==> src/rtl/spawn_tick_gen.sv <==
// Multi-channel programmable timebase: periodic square-wave/tick dividers and re-armable one-shots.
// Optional build macro SPAWN_SYNC_EN adds a sync_pulse input that phase-aligns all channels.
module spawn_tick_gen #(
    parameter int                CHANNELS      = 4,
    parameter int                CNT_W         = 24,
    parameter logic [CNT_W-1:0]  DEFAULT_LIMIT = 24'h2625A0,
    parameter int                CH_W          = 2
) (
    input  logic                clk,
    input  logic                rst_n,
    input  logic                c_e,
    input  logic [CHANNELS-1:0] ch_en,
    input  logic [CHANNELS-1:0] mode,
`ifdef SPAWN_SYNC_EN
    input  logic                sync_pulse,
`endif
    input  logic                cfg_valid,
    output logic                cfg_ready,
    input  logic [CH_W-1:0]     cfg_ch,
    input  logic [CNT_W-1:0]    cfg_limit,
    output logic [CHANNELS-1:0] tick,
    output logic [CHANNELS-1:0] wave
);

    typedef enum logic [1:0] {
        OS_IDLE,
        OS_RUN,
        OS_DONE
    } os_state_t;

    os_state_t           state_q [CHANNELS];
    os_state_t           state_d [CHANNELS];
    logic [CNT_W-1:0]    cnt_q   [CHANNELS];
    logic [CNT_W-1:0]    cnt_d   [CHANNELS];
    logic [CNT_W-1:0]    limit_q [CHANNELS];
    logic [CNT_W-1:0]    limit_d [CHANNELS];
    logic [CHANNELS-1:0] tick_d;
    logic [CHANNELS-1:0] wave_d;
    logic [CHANNELS-1:0] ch_en_q;
    logic [CHANNELS-1:0] mode_q;
    logic [CHANNELS-1:0] wr_hit;
    logic [CHANNELS-1:0] arm;
    logic [CHANNELS-1:0] advance;
    logic [CHANNELS-1:0] at_term;
    logic                cfg_xfer;
    logic                sync_now;

`ifdef SPAWN_SYNC_EN
    assign sync_now = sync_pulse;
`else
    assign sync_now = 1'b0;
`endif

    assign cfg_xfer = cfg_valid & cfg_ready;

    // Per-channel qualifiers; a write to an out-of-range channel matches nothing and is dropped.
    always_comb begin
        // NOTE: every combinational output gets a value on every path, otherwise a latch is inferred.
        wr_hit  = '0;
        arm     = '0;
        advance = '0;
        at_term = '0;
        for (int i = 0; i < CHANNELS; i++) begin
            wr_hit[i]  = cfg_xfer && (cfg_ch == CH_W'(i));
            arm[i]     = mode[i] && ch_en[i] && !ch_en_q[i] && (state_q[i] != OS_RUN);
            advance[i] = c_e && ch_en[i] && (!mode[i] || (state_q[i] == OS_RUN));
            at_term[i] = advance[i] && (cnt_q[i] == limit_q[i]);
        end
    end

    // Next-state: sync > mode change > cfg write > arm > terminal count > plain advance.
    always_comb begin
        tick_d = '0;
        wave_d = wave;
        for (int i = 0; i < CHANNELS; i++) begin
            cnt_d[i]   = cnt_q[i];
            limit_d[i] = limit_q[i];
            state_d[i] = state_q[i];

            if (wr_hit[i])
                limit_d[i] = cfg_limit;

            if (sync_now) begin
                cnt_d[i]  = '0;
                wave_d[i] = 1'b0;
            end else if (mode[i] != mode_q[i]) begin
                cnt_d[i]   = '0;
                state_d[i] = OS_IDLE;
            end else if (wr_hit[i]) begin
                cnt_d[i] = '0;
                if (arm[i])
                    state_d[i] = OS_RUN;
            end else if (arm[i]) begin
                cnt_d[i]   = '0;
                state_d[i] = OS_RUN;
            end else if (at_term[i]) begin
                cnt_d[i]  = '0;
                tick_d[i] = 1'b1;
                if (mode[i])
                    state_d[i] = OS_DONE;
                else
                    wave_d[i] = ~wave[i];
            end else if (advance[i]) begin
                cnt_d[i] = cnt_q[i] + CNT_W'(1);
            end
        end
    end

    // One-shot state register.
    always_ff @(posedge clk) begin
        // NOTE: sequential state uses non-blocking assignments so every flop samples pre-edge values.
        if (!rst_n) begin
            for (int i = 0; i < CHANNELS; i++)
                state_q[i] <= OS_IDLE;
        end else begin
            for (int i = 0; i < CHANNELS; i++)
                state_q[i] <= state_d[i];
        end
    end

    // Datapath registers: counters, limits, outputs and edge/mode history.
    always_ff @(posedge clk) begin
        if (!rst_n) begin
            // NOTE: limit is a small flop array, not a RAM, so it is reset like any other register.
            for (int i = 0; i < CHANNELS; i++) begin
                cnt_q[i]   <= '0;
                limit_q[i] <= DEFAULT_LIMIT;
            end
            tick      <= '0;
            wave      <= '0;
            cfg_ready <= 1'b1;
            ch_en_q   <= '0;
            mode_q    <= mode;
        end else begin
            for (int i = 0; i < CHANNELS; i++) begin
                cnt_q[i]   <= cnt_d[i];
                limit_q[i] <= limit_d[i];
            end
            tick      <= tick_d;
            wave      <= wave_d;
            cfg_ready <= ~cfg_xfer;
            ch_en_q   <= ch_en;
            mode_q    <= mode;
        end
    end

endmodule

==> config.mk <==
export PLATFORM = sky130hd
export DESIGN_NAME = spawn_tick_gen
export DESIGN_NICKNAME = d
export VERILOG_FILES = /design/src/rtl/spawn_tick_gen.sv
export SDC_FILE = /design/constraint.sdc
export NUM_CORES = 1
export LEC_CHECK = 0
export CORE_AREA = 2 2 159 161
export CTS_BUF_LIST = sky130_fd_sc_hd__clkbuf_8 sky130_fd_sc_hd__clkbuf_16
export CTS_CLUSTER_SIZE = 40
export DETAILED_ROUTE_END_ITERATION = 10
export DIE_AREA = 0 0 161 163
export DONT_BUFFER_PORTS = 1
export GPL_TIMING_DRIVEN = 0
export RECOVER_POWER = 25
export SLEW_MARGIN = 20
export SYNTH_ARGS = -nofsm -noshare
export SYNTH_HDL_FRONTEND = slang
export SYNTH_SLANG_ARGS = --single-unit
==> constraint.sdc <==
create_clock -name clk -period 2.96 [get_ports clk]
set_clock_uncertainty 0.2 [all_clocks]
set_input_delay 0.74 -clock clk [delete_from_list [all_inputs] [get_ports clk]]
set_output_delay 0.74 -clock clk [all_outputs]
set_load 0.03 [all_outputs]
* After elaboration in Yosys (flattened, before gate mapping)
Memory sizes are Yosys's and may differ from the RTL's.
Index checks and enable logic that the tools add are counted.
** Word-level totals
- Bits in writable memories :: 200
- Flip-flop bits (word level) :: 17
- Memories :: 3
** Memory list
- cnt_q :: words 4, width 24, rd ports 4, clocked after Yosys merged registers in 0, wr ports 4, line 33 : logic [CNT_W-1:0] cnt_q [CHANNELS];
- limit_q :: words 4, width 24, rd ports 4, clocked after Yosys merged registers in 0, wr ports 4, line 35 : logic [CNT_W-1:0] limit_q [CHANNELS];
- state_q :: words 4, width 2, rd ports 4, clocked after Yosys merged registers in 0, wr ports 4, line 31 : os_state_t state_q [CHANNELS];
** Cells by class
- Bitwise gates (word level) :: 35
- Add/subtract/negate cells :: 4
- Equal/unequal tests :: 19
- Reductions and logical operators :: 49
- Multiplexer cells :: 66
** Operator list (number)
- 2-to-1 mux 24 bit :: 32
- adder 24 x 1 -> 24 bit (second input constant) :: 4
- == test 24 bit :: 4
- 2-to-1 mux 2 bit :: 28
- logical AND 1 bit :: 28
- inverter 1 bit :: 22
- AND reduction 5 bit :: 4
- OR reduction 4 bit :: 4
- OR 1 bit :: 12
- == test 2 x 1 -> 1 bit (second input constant) :: 5
- logical NOT 1 bit :: 8
- != test 2 x 1 -> 1 bit (second input constant) :: 4
- 2-to-1 mux 1 bit :: 6
- == test 2 bit (second input constant) :: 2
- logical OR 1 bit :: 4
- != test 1 bit :: 4
- logical NOT 2 bit :: 1
- bitwise AND 1 bit :: 1

* Depth between registers and ports, before layout
An unclocked memory read counts as a cell.
- Word-level depth :: 10
- Depth in mapped cells :: 7

* Least setup slack after synthesis
Ideal clock, no wire load.
- Path type :: input to register
- Start :: in cfg_ch[1]
- End :: mem cnt_q[2][10]
- Arrival :: 2.081 ns
- Setup time :: 0.128 ns
- Path slack :: 0.551 ns
- Stages :: 6
- Buffers on the path :: 1
- Cells stage by stage :: inv_1 > nor3_1 > nor3_1 > o21ai_1 > clkbuf_1 > nor2_1
** RTL lines
- start, declared :: line 19 : input logic [CH_W-1:0] cfg_ch,
- end, declared :: line 33

==> impl_results.md <==
* Startpoint types: flop
* Avg WL per Cell at 16.98 um
* Post-synth EDFFs at 0
* CTS Buf Count at 25
* Crit path max fanout at 10
* Worst hold slack at about 32 ps
* Crit path kind: reg2reg
* Worst-Margin Slew at 1076 ps
* Clock Sinks at roughly 220
* Worst hold path class: in2reg
* Primary FF master, synth: dfxtp_1
* Post-route ant nets at 0
* Max-cap violation count at 0
* Antenna violations before repair at 0
* DRT iter0 DRCs at 487
* H-tree Lvls at 1
* CP Launch Point: cfg_ready
* FFs w/ async S/R, synth at 0%
* Min-delay src: mode[1]
* VDD IR-drop max at 0.3815 mV
* CTS tree: done
* Die Ht at 163 um
* # fillers at 2474
* Critical path endpoint category: flop
* Dpl hpwl at 19260 um
* Setup TNS at 0 ps
* Critical path buffers and inverters at 1
* Final net count at 1238
* Diodes inserted at 0
* DR WL met2 at 12070 um
* Area grow syn2layout at 13.06%
* Fmax achieved at between 0.3 and 0.4 GHz
* Largest net degree at the start of global routing at 14
* Total GRT Usage at approximately 20%
* Leakage at 3.993 nW
* Slew Viols, Final at 0
* Crit-path slowest cell: nor2_1
* Port bufs at 0
* GP Congestion at 0.8270
* Initial Util at between 30 and 40%
* Die width at 161 um
* Max_slew headroom at between 20% and 30%
* Average cell area after synthesis at 8.339 sq um
* Worst-path cell chain: nand3_1, nor2_1, nor3_1, o21ai_1, clkbuf_1, nor2_1
* IO Count at 47
* Yosys reg bits at 217
* CP dominant cell by count: nor2_1
* Setup repair bufs after CTS at 0
* PwrDens at 586.0 nW/um^2
* RR Startpoint: cfg_ready
* First-pass GRT wire length at 41860 um
* Final worst-path cycle share at 91.30%
* Fin crit period at 2703 ps
* Critical Path AT at 2900 ps
* Largest delay share family, worst path: simple AND/OR/NAND/NOR gates
* Placed cells at 1497
* Distinct cells, synth at 45
* Sequential area share after synthesis at between 40 and 50%
* Syn Inst Count at 1167
* Total global routing overflow at 0
* Mapped Area at ~10000 sq um
* Synth warn at 0
* Status: finished clean
* Final Hold Fails at 0
* Routed wire length at 26200 um
* Worst endpoint required time at 3160 ps
* Core area at between 20000 and 25000 sq um
* Share of cells above drive strength 1 at under 10%
* Later-pin clock latency in the skew report at 540 ps
* Uppermost routed layer: met4
* Most frequent cells in the layout: nand2_1, dfxtp_1, xor2_1
* Non-Filler Instances at between 1500 and 2000
* Syn nets at between 1000 and 1500
* Vias at 8008
* Remaining DRCs at 0
* Num rows at 58
* Crit path largest cell delay at slightly above 600 ps
* Via density at ~5.2
* Clock transition at path regs at 60 ps
* Pwr Total at 6.447 mW
* Clock Path Buffers at 3
* Unrepaired setup endpoints after global routing: no
* Met1 wire length at 12010 um
* CTS root buf: clkbuf_16
* Endpoints failing setup at 0
* Total die area at 26240 sq um
* Met3 wire len at between 1500 and 2000 um
* Commonest non-fill, non-tap cell in the layout: nand2_1
* Pre-antenna DRT Iters at 5
* Vias in the first global route at between 7000 and 8000
per-stage QoR:
step / worst slack (ps) / cell area [sq um] / utilization [%]
final: 257.4 / 11000 / 44.59
after global routing: 42.34 / 11000 / 44.59
after CTS: 209.5 / 11000 / 44.59
after detailed placement: -116.8 / 10150 / 41.14
after global placement: -69.94 / 10140 / 41.12
after floorplan: 551.5 / 9732 / -
registers in the layout, summed over array words and instances, names as in the netlist:
register,cells
cnt_q,96
limit_q,96
tick,4
ch_en_q,4
cfg_ready,1
mode_q,4
wave,4
state_q,8
power breakdown:
group          switching, mW  internal [mW]
registers             0.0472           2.98
logic                  0.190          0.102
clock network           1.27           1.85
synth_stat cells (3+ instances only):
cell type / count / area share [%]
nand3_1: 68 / 3.5
a21oi_1: 78 / 4.0
nor4_1: 19 / 1.2
clkbuf_1: 51 / 2.0
inv_1: 8 / 0.31
nand2b_1: 5 / 0.32
and3_1: 25 / 1.6
nand4_1: 51 / 3.3
and4b_1: 3 / 0.31
dfxtp_1: 217 / 45
xor2_1: 125 / 11
xnor2_1: 64 / 5.8
or4_1: 8 / 0.62
a211oi_1: 7 / 0.54
o21ai_1: 3 / 0.15
or3_1: 5 / 0.32
and4_1: 15 / 1.4
ha_1: 4 / 0.51
nand4b_1: 4 / 0.36
and2_1: 6 / 0.39
nor3_1: 37 / 1.9
nand2_1: 239 / 9.2
a31o_2: 4 / 0.36
nor2_1: 89 / 3.4
mux2i_1: 3 / 0.31
o21ai_0: 4 / 0.21
final cells by class:
| class | instances | area [sq um] | area share (%) |
|---|---|---|---|
| Multi-Input combinational cell | 887 | 5159 | 46.88 |
| Sequential cell | 217 | 4344 | 39.48 |
| Inverter | 9 | 33.78 | 0.3070 |
| Tap cell | 330 | 412.9 | 3.753 |
| Clock buffer | 27 | 653.1 | 5.936 |
| Buffer | 54 | 205.2 | 1.865 |
| Clock inverter | 17 | 175.2 | 1.592 |
| Timing Repair Buffer | 2 | 20.02 | 0.1819 |
logic make-up (layout without fill, tap and decap cells):
| group | Yosys count | after routing | synth area share, % |
|---|---|---|---|
| mux | 3 | 3 | 0.3086 |
| xor+xnor | 189 | 189 | 17.01 |
| compound gates | 107 | 107 | 6.274 |
| flops | 217 | 217 | 44.64 |
| simple gates | 584 | 584 | 28.80 |
| buf+inv | 63 | 109 | 2.456 |
| fa+ha+maj | 4 | 4 | 0.5143 |
layer usage:
layer / track usage (%) / vias up
li1: - / 4037
met1: 26.70 / 3762
met2: 33.53 / 165
met3: 3.845 / 44
met4: 5.032 / 0
met5: 0 / -
worst paths after layout:
path | end | slack [ps] | depth (start not counted)
setup / recovery | cnt_q[1][11] | 260 | 6
setup reg to reg | cnt_q[1][11] | 260 | 6
hold reg to reg | limit_q[0][1] | 270 | 2
hold / removal | mode_q[1] | 30 | 0
what timing repair did:
item / in CTS / in global routing
setup endpoints to repair: 20 / 0
hold buffers: 2 / 0
resized for setup: 1 / 0
endpoints found under the hold margin: 2 / 0
Power figures use the tool's default switching activity.
==> patch, RTL diff (config.mk and constraints unchanged) <==
Set the parameter `CH_W` to 4 (it was 2).
--- a/src/rtl/spawn_tick_gen.sv
+++ b/src/rtl/spawn_tick_gen.sv
@@ -4,7 +4,7 @@
     parameter int                CHANNELS      = 4,
     parameter int                CNT_W         = 24,
     parameter logic [CNT_W-1:0]  DEFAULT_LIMIT = 24'h2625A0,
-    parameter int                CH_W          = 2
+    parameter int                CH_W          = 4
 ) (
     input  logic                clk,
     input  logic                rst_n,
Interface: changed (resized cfg_ch); port bits go from 47 to 49. No check against the original RTL was run, so the function may have changed too.
==> patch against the unedited design <==
- sequential power decreased by 2%
- sequential cell count unchanged
- total power decreased by 6.1%
- worst setup slack got worse by 0.045 ns
- cell area decreased by 1.5%
- synthesized cell count decreased by 1.8%
- routed wire length decreased by 1.7%
- area after synthesis decreased by 0.78%
==> patch: results (changes against the unedited design) <==
• Iteration-0 DRC Markers: 529, +8.6%
• Mean Syn Cell Area: 8.43 um^2, +1.0%
• later-pin clock latency in the skew report: 0.52 ns, -0.02 ns
• Slowest cell on crit path: sky130_fd_sc_hd__o21ai_0
• antenna violations before repair: 1, +1
• Detailed Place HPWL: 18.7 mm, -2.9%
• Yosys Warn Count: 0, unchanged
• Gates resized, CTS repair: 0, -1
• global-route track usage on met2: 0.308, -0.0269
• share of layout cells above drive strength 1: 0.0479, +0.00173
• dominant cells by area after synthesis: sky130_fd_sc_hd__dfxtp_1 (45%), sky130_fd_sc_hd__xor2_1 (15%), sky130_fd_sc_hd__nand2_1 (8.8%)
• timing endpoint of the critical path: cnt_q[3][16]$_SDFFE_PP0P_
• detailed-route wire length per cell: 16.9 um, -0.25%
• count of placed standard cells including taps: 1476, -1.4%
• met1 global-route usage: 0.281, +0.0139
• Endpoint, Worst Hold: mode_q[0]$_DFF_P_
• layout net count: 1217, -1.7%
• largest stage delay on the critical path: 0.69 ns, +0.07 ns
• global-route usage over all layers: 0.197, -0.00344
• worst-case hold slack: 0.0411 ns, +0.00872 ns
• routed length on met1: 12.4 mm, +3.4%
• Critical Path AT: 2.96 ns, +0.06 ns
• Post-synth top cells: sky130_fd_sc_hd__nand2_1 (226), sky130_fd_sc_hd__dfxtp_1 (217), sky130_fd_sc_hd__xor2_1 (163), sky130_fd_sc_hd__nor2_1 (97), sky130_fd_sc_hd__a21oi_1 (83)
• global-route wire length before repair: 40.9 mm, -2.3%
• Max clock buf depth: 3, unchanged
• TritonCTS buffer count: 25, unchanged
• startpoint of the worst hold path: mode[0]
• flop2flop setup slack: 0.21 ns, -0.04 ns
• worst setup path startpoint: cnt_q[3][16]$_SDFFE_PP0P_
• mean number of vias per cell: 5.17, -0.39%
• result of the run: finished clean
• number of global-route vias before repair: 7437, -3.7%
• number of buffers inserted by hold repair at cts: 0, -2
• count of input and output buffers: 0, unchanged
• Max-Slew Margin vs Limit: 0.357, +0.0797
• Routed Wire Length: 25.7 mm, -1.7%
• fill cell count: 2497, +0.93%
• maximum resistive drop on vdd: 0.000344 V, -9.8%
• Routed met3 length: 1.58 mm, -0.25%
• Pre-antenna DRT Iters: 4, -1
• static power due to leakage: 0.00416 uW, +4.2%
• part of the Yosys area used for sequential elements: 0.450, +0.00353
• count of different cell masters after synthesis: 44, -2.2%
• largest net degree at the start of global routing: 13, -1
• final RePlAce weighted congestion: 0.811, -2.0%
==> patch: cell types whose count changed after synthesis, moves of 7 or more <==
cell	before	now
sky130_fd_sc_hd__xnor2_1	64	21
sky130_fd_sc_hd__xor2_1	125	163
sky130_fd_sc_hd__nor3_1	37	9
sky130_fd_sc_hd__nand2_1	239	226
sky130_fd_sc_hd__clkbuf_1	51	42
sky130_fd_sc_hd__buf_2	2	10
sky130_fd_sc_hd__nor2_1	89	97
sky130_fd_sc_hd__nor4_1	19	26
sky130_fd_sc_hd__or3_1	5	12
==> patch: critical path: cells and delay by family (launching register included) <==
kind            cells  cell delay [ns]
flops               1             0.37
xor+xnor            1             0.18
simple gates        3             0.84
buf+inv             1             0.35
compound gates      1             0.69
==> patch: layout make-up <==
cell class	instances	area share
buffer	53	0.0202
clock buffer	28	0.0615
clock inverter	16	0.00947
inverter	7	0.00242
multi-input combinational	869	0.467
sequential	217	0.401
tap	330	0.0381
==> patch: stage by stage <==
step | power [uW] | util | worst slack (ns) | area (um^2)
5_1_grt | 6260 | 0.439 | 0.112 | 10800
6_report | 6050 | 0.439 | 0.213 | 10800
2_1_floorplan | 3170 | - | 0.698 | 9660
4_1_cts | 6120 | 0.439 | 0.319 | 10800
3_3_place_gp | 3220 | 0.408 | 0.114 | 10100
3_5_place_dp | 3220 | 0.408 | 0.116 | 10100
==> patch: cell families (layout without fill, tap and decap cells) <==
logic type,count (synthesis),count (layout),share of synthesized area
simple gates,568,568,0.284
flops,217,217,0.450
mux,5,5,0.00518
compound gates,108,108,0.0632
fa+ha+maj,4,4,0.00518
buf+inv,60,104,0.0254
xor+xnor,184,184,0.167
==> patch: where the power goes <==
group / internal, uW / switching [uW]
Sequential: 2950 / 22.6
Combinational: 59.4 / 127
Clock: 1690 / 1200
Total: 4700 / 1350
